==> src/rtl/imem_if.sv <==
// imem_if: word-addressed combinational instruction-memory bus between fetch and memory.
interface imem_if #(
   parameter int AWIDTH = 32,
   parameter int DWIDTH = 32
);
   logic [AWIDTH-1:0] addr;
   logic [DWIDTH-1:0] dout;
   modport master (output addr, input dout);
   modport slave (input addr, output dout);
endinterface

==> src/rtl/fetch_unit.sv <==
// fetch_unit: PC register, instruction-memory addressing and IF/ID capture with stall and flush-on-redirect.
module fetch_unit #(
   parameter int AWIDTH = 32,
   parameter int IMEM_ABITS = 9,
   parameter int DWIDTH = 32,
   parameter logic [AWIDTH-1:0] RESET_PC = '0,
   parameter logic [DWIDTH-1:0] NOP = '0
) (
   input  logic              clk,
   input  logic              reset,
   imem_if.master            imem,
   input  logic              stall,
   input  logic              br_taken,
   input  logic [AWIDTH-1:0] br_target,
   input  logic              jump,
   input  logic [AWIDTH-1:0] jump_target,
   input  logic              jr,
   input  logic [AWIDTH-1:0] jr_target,
   output logic [AWIDTH-1:0] pc,
   output logic [DWIDTH-1:0] if_instr,
   output logic [AWIDTH-1:0] if_pc4,
   output logic              if_valid,
   output logic [31:0]       fetch_count
);
   logic              redirect;
   logic [AWIDTH-1:0] target;
   logic [AWIDTH-1:0] pc4;
   always_comb begin
      redirect = jr | jump | br_taken;
      target   = (jr ? jr_target : jump ? jump_target : br_target) & ~AWIDTH'(3);
      pc4      = pc + AWIDTH'(4);
   end
   // Upper address bits forced low so memory aliases every 2^IMEM_ABITS words.
   assign imem.addr = AWIDTH'(pc[IMEM_ABITS+1:2]);
   always_ff @(posedge clk or posedge reset) begin
      if (reset) begin
         pc          <= RESET_PC;
         if_instr    <= NOP;
         if_pc4      <= '0;
         if_valid    <= 1'b0;
         fetch_count <= '0;
      end else if (redirect) begin
         pc       <= target;
         if_instr <= NOP;
         if_pc4   <= '0;
         if_valid <= 1'b0;
      end else if (!stall) begin
         pc          <= pc4;
         if_instr    <= imem.dout;
         if_pc4      <= pc4;
         if_valid    <= 1'b1;
         fetch_count <= fetch_count + 32'd1;
      end
   end
endmodule

==> src/flat_wrapper.sv <==
// flat-port wrapper written by rule: the top's interface ports become plain ports
module fetch_unit_flat 
#(
   parameter int AWIDTH = 32,
   parameter int IMEM_ABITS = 9,
   parameter int DWIDTH = 32,
   parameter logic [AWIDTH-1:0] RESET_PC = '0,
   parameter logic [DWIDTH-1:0] NOP = '0
)
  (clk, reset, stall, br_taken, br_target, jump, jump_target, jr, jr_target, pc, if_instr, if_pc4, if_valid, fetch_count, imem_addr, imem_dout);
  imem_if #(.AWIDTH(AWIDTH), .DWIDTH(DWIDTH)) imem_i ();
  input  logic clk;
  input  logic reset;
  input  logic stall;
  input  logic br_taken;
  input  logic [AWIDTH-1:0] br_target;
  input  logic jump;
  input  logic [AWIDTH-1:0] jump_target;
  input  logic jr;
  input  logic [AWIDTH-1:0] jr_target;
  output logic [AWIDTH-1:0] pc;
  output logic [DWIDTH-1:0] if_instr;
  output logic [AWIDTH-1:0] if_pc4;
  output logic if_valid;
  output logic [31:0] fetch_count;
  output wire logic [$bits(imem_i.addr)-1:0] imem_addr;
  input wire logic [$bits(imem_i.dout)-1:0] imem_dout;
  assign imem_addr = imem_i.addr;
  assign imem_i.dout = imem_dout;
  fetch_unit #(.AWIDTH(AWIDTH), .IMEM_ABITS(IMEM_ABITS), .DWIDTH(DWIDTH), .RESET_PC(RESET_PC), .NOP(NOP)) u_core (.clk(clk), .reset(reset), .imem(imem_i), .stall(stall), .br_taken(br_taken), .br_target(br_target), .jump(jump), .jump_target(jump_target), .jr(jr), .jr_target(jr_target), .pc(pc), .if_instr(if_instr), .if_pc4(if_pc4), .if_valid(if_valid), .fetch_count(fetch_count));
endmodule
==> config.mk <==
export PLATFORM = sky130hd
export DESIGN_NAME = fetch_unit_flat
export DESIGN_NICKNAME = d
export VERILOG_FILES = /design/src/rtl/imem_if.sv /design/src/rtl/fetch_unit.sv /design/src/flat_wrapper.sv
export SDC_FILE = /design/constraint.sdc
export NUM_CORES = 1
export LEC_CHECK = 0
export ABC_AREA = 1
export CORE_MARGIN = 2
export CORE_UTILIZATION = 40
export CTS_BUF_LIST = sky130_fd_sc_hd__clkbuf_4
export DETAILED_ROUTE_END_ITERATION = 12
export GPL_TIMING_DRIVEN = 0
export PLACE_DENSITY_LB_ADDON = 0.08
export SKIP_LAST_GASP = 1
export SYNTH_ARGS = -nofsm -noshare
export SYNTH_HDL_FRONTEND = slang
export SYNTH_SLANG_ARGS = --single-unit
==> constraint.sdc <==
create_clock -name clk -period 4.9 [get_ports clk]
set_clock_uncertainty 0.1 [all_clocks]
set_input_delay 0.98 -clock clk [delete_from_list [all_inputs] [get_ports clk]]
set_output_delay 0.98 -clock clk [all_outputs]
set_load 0.02 [all_outputs]
==> impl_metrics.sql <==
INSERT INTO impl_metrics (metric_group, metric, value, unit) VALUES
('synth', 'synth_common_cells', 'sky130_fd_sc_hd__nand2_1, sky130_fd_sc_hd__dfrtp_1, sky130_fd_sc_hd__nor2_1, sky130_fd_sc_hd__nand3_1, sky130_fd_sc_hd__inv_1', ''),
('synth', 'synth_cells', '905', ''),
('min_path', 'hold_path_startpoint', 'u_core.if_pc4[2]', ''),
('synth', 'synthAdderAreaFrac', '0.357', '%'),
('pwr', 'worst_ir_drop_vdd', '0.122', 'mV'),
('global_routing', 'antenna_violations_before_repair', '1', ''),
('synth', 'synth.top_cells.by_area', 'sky130_fd_sc_hd__dfrtp_1, sky130_fd_sc_hd__nand2_1, sky130_fd_sc_hd__nor2_1', ''),
('job', 'drv_cap', '0', ''),
('sta', 'post_layout_min_period', '2.88', 'ns'),
('synth', 'synth_xor_xnor_area_share', '3.25', '%'),
('synth', 'synthDominantCellAreaShare', '44.6', '%'),
('sta', 'tns', '0', 'ns'),
('global_routing', 'global_route.usage.total', '26.3', '%'),
('synth', 'synth_largest_area_cell', 'sky130_fd_sc_hd__dfrtp_1', ''),
('sta', 'final_hold_viol_count', '0', ''),
('floorplanning', 'fp.dieArea', '0.0186', 'mm2'),
('synth', 'synth.distinct_cells', '37', ''),
('final_layout', 'final_layout_size_suffix_gt1_share', '8.34', '%'),
('critical_path', 'kind_of_critical_path', 'register to output port', ''),
('synth', 'post_synthesis_instance_area', '0.00701', 'mm2'),
('run_status', 'run_status', 'finished, final reports clean', ''),
('global_routing', 'largest_net_degree_at_the_start_of_global_routing', '67', ''),
('pwr', 'cellPowerDensity', '251', 'mW/mm2'),
('synth', 'post-synth-top-count-cell', 'sky130_fd_sc_hd__nand2_1', ''),
('cts', 'cts_hold_repair.buffers', '0', ''),
('critical_path', 'cp-start-kind', 'register', ''),
('global_routing', 'grt_pass1_wl', '37000', 'um'),
('critical_path', 'cp-startpoint', 'u_core.pc[10]', ''),
('sta', 'slew-limit-headroom', '58.0', '%'),
('final_layout', 'area_growth', '47.6', '%'),
('cts', 'numCtsBuffers', '17', ''),
('critical_path', 'timing.critical_path.to_type', 'output port', ''),
('sta', 'final_min_period_over_clock_period', '58.7', '%'),
('synth', 'dominantRegCellSynth', 'sky130_fd_sc_hd__dfrtp_1', ''),
('place', 'place.gp.congestion', '0.929', ''),
('sta', 'final-max-slew-violation-count', '0', ''),
('sta', 'report.final.setup_viol', '0', ''),
('floorplanning', 'die_h', '136', 'um'),
('synth', 'synth-warning-count', '0', ''),
('routing', 'residual_antenna_violating_net_count_after_detailed_routing', '0', ''),
('routing', 'routed_wire_length_per_instance', '16.6', 'um'),
('synth', 'synth_compound_gate_area_share', '12.9', '%'),
('synth', 'number_of_synthesized_flops_with_an_enable_pin', '0', ''),
('synth', 'synth-seq-cells', '125', ''),
('routing', 'drt-initial-drc-count', '266', ''),
('floorplanning', 'number_of_rows_created_at_floorplan', '48', ''),
('routing', 'route.vias.total', '7172', ''),
('final_layout', 'n_fill_cell', '1636', ''),
('routing', 'detail_route.wirelength', '24100', 'um'),
('floorplanning', 'core_area', '0.0172', 'mm2'),
('cts', 'clk_path_buf_depth', '2', ''),
('cts', 'clockRootBuffer', 'sky130_fd_sc_hd__clkbuf_4', ''),
('cts', 'worst_setup_hold_path_clk_slew', '0.11', 'ns'),
('routing', 'via_per_inst', '4.95', ''),
('routing', 'drcViolationCount', '0', ''),
('sta', 'fin_ws', '2.02', 'ns'),
('final_layout', 'design.final.nets', '1347', ''),
('synth', 'seq_area_frac_synth', '44.6', '%'),
('cts', 'clk-insertion-delay-late', '0.56', 'ns'),
('sta', 'timing.hold.ws', '0.389', 'ns'),
('synth', 'synth_area_per_cell', '7.74', 'um2'),
('global_routing', 'gr-total-overflow', '0', ''),
('critical_path', 'cp.required', '3.82', 'ns'),
('synth', 'synth.mux.area_fraction', '0', '%'),
('critical_path', 'timing.critical_path.arrival', '1.80', 'ns'),
('floorplanning', 'top_level_ports', '295', ''),
('cts', 'cts_tree', 'yes', ''),
('critical_path', 'critPathMaxFanout', '7', ''),
('floorplanning', 'die_w', '136', 'um'),
('sta', 'timing.fmax', '0.348', 'GHz'),
('synth', 'synth_top_family_by_area', 'simple AND/OR/NAND/NOR gates', '');
==> cell type report <==
class / count / area (um2) / area share, %
diodes: 1 / 2.50 / 0.0242
plain buffers: 69 / 452 / 4.37
clock buffers: 17 / 128 / 1.23
clock inverters: 14 / 191 / 1.85
inverters: 63 / 244 / 2.36
multi-input cells: 674 / 3290 / 31.8
flip-flops and latches: 125 / 3130 / 30.2
well taps: 225 / 282 / 2.72
repair buffers: 261 / 2630 / 25.4
==> final timing paths <==
path / end / slack (ns) / cells past startpoint
setup reg to reg: u_core.if_pc4[30] / 2.72 / 9
setup / recovery: pc[10] / 2.02 / 2
hold / removal: u_core.if_pc4[2] / 0.39 / 2
max in group asynchronous: u_core.if_instr[31] / 3.21 / 3
min in group asynchronous: u_core.fetch_count[8] / 0.77 / 2
hold reg to reg: u_core.if_pc4[2] / 0.39 / 2
==> sequential cells by signal, summed over array words and instances, names as in the netlist <==
| name | count |
|---|---|
| u_core.pc | 30 |
| u_core.if_instr | 32 |
| u_core.if_pc4 | 30 |
| u_core.fetch_count | 32 |
| u_core.if_valid | 1 |
==> cells in the final DEF (no fill, tap or decap), types with 8 or more instances in the layout <==
cell / instances
sky130_fd_sc_hd__nand2_1: 277
sky130_fd_sc_hd__clkdlybuf4s50_1: 260
sky130_fd_sc_hd__dfrtp_1: 125
sky130_fd_sc_hd__nor2_1: 94
sky130_fd_sc_hd__nand3_1: 63
sky130_fd_sc_hd__inv_1: 58
sky130_fd_sc_hd__a21oi_1: 41
sky130_fd_sc_hd__buf_4: 38
sky130_fd_sc_hd__a22o_1: 32
sky130_fd_sc_hd__o21ai_0: 32
sky130_fd_sc_hd__conb_1: 27
sky130_fd_sc_hd__clkbuf_4: 17
sky130_fd_sc_hd__xor2_1: 16
sky130_fd_sc_hd__a31oi_1: 16
sky130_fd_sc_hd__clkbuf_1: 14
sky130_fd_sc_hd__nand4_1: 11
sky130_fd_sc_hd__o211ai_1: 11
sky130_fd_sc_hd__buf_2: 10
sky130_fd_sc_hd__xnor2_1: 10
sky130_fd_sc_hd__nor3_1: 8
==> per-stage QoR <==
stage	utilization, %	power [W]	area [um2]	cells
after floorplan	-	0.00147	7110	931
after global placement	58.0	0.00179	9990	1416
after detailed placement	58.2	0.00180	10000	1417
after CTS	60.0	0.00262	10300	1448
after global routing	60.0	0.00273	10300	1449
final	60.0	0.00260	10300	1449
==> worst max-delay path: stages, from the launching register on <==
cell and delay (ns):
sky130_fd_sc_hd__dfrtp_1 0.51, sky130_fd_sc_hd__buf_4 0.16, sky130_fd_sc_hd__clkdlybuf4s50_1 0.59
==> routing by layer <==
| metal | GRT usage, % | share of wire [%] |
|---|---|---|
| met1 | 33.1 | 42 |
| met2 | 43.6 | 48 |
| met3 | 7.08 | 7.0 |
| met4 | 9.09 | 2.5 |
| met5 | 0 | 0 |
==> power breakdown <==
group          internal, W  switching, W  total [W]
registers          0.00108     0.0000805    0.00116
logic             0.000297      0.000315   0.000612
clock network     0.000403      0.000420   0.000823
total              0.00178      0.000815    0.00260
==> cell families (layout without fill, tap and decap cells) <==
kind of cell,count (synthesis),after routing
compound gates,144,144
fa+ha+maj,2,2
xor+xnor,26,26
buf+inv,132,424
flops,125,125
simple gates,475,475
other cells,1,28
Power figures use the tool's default switching activity.
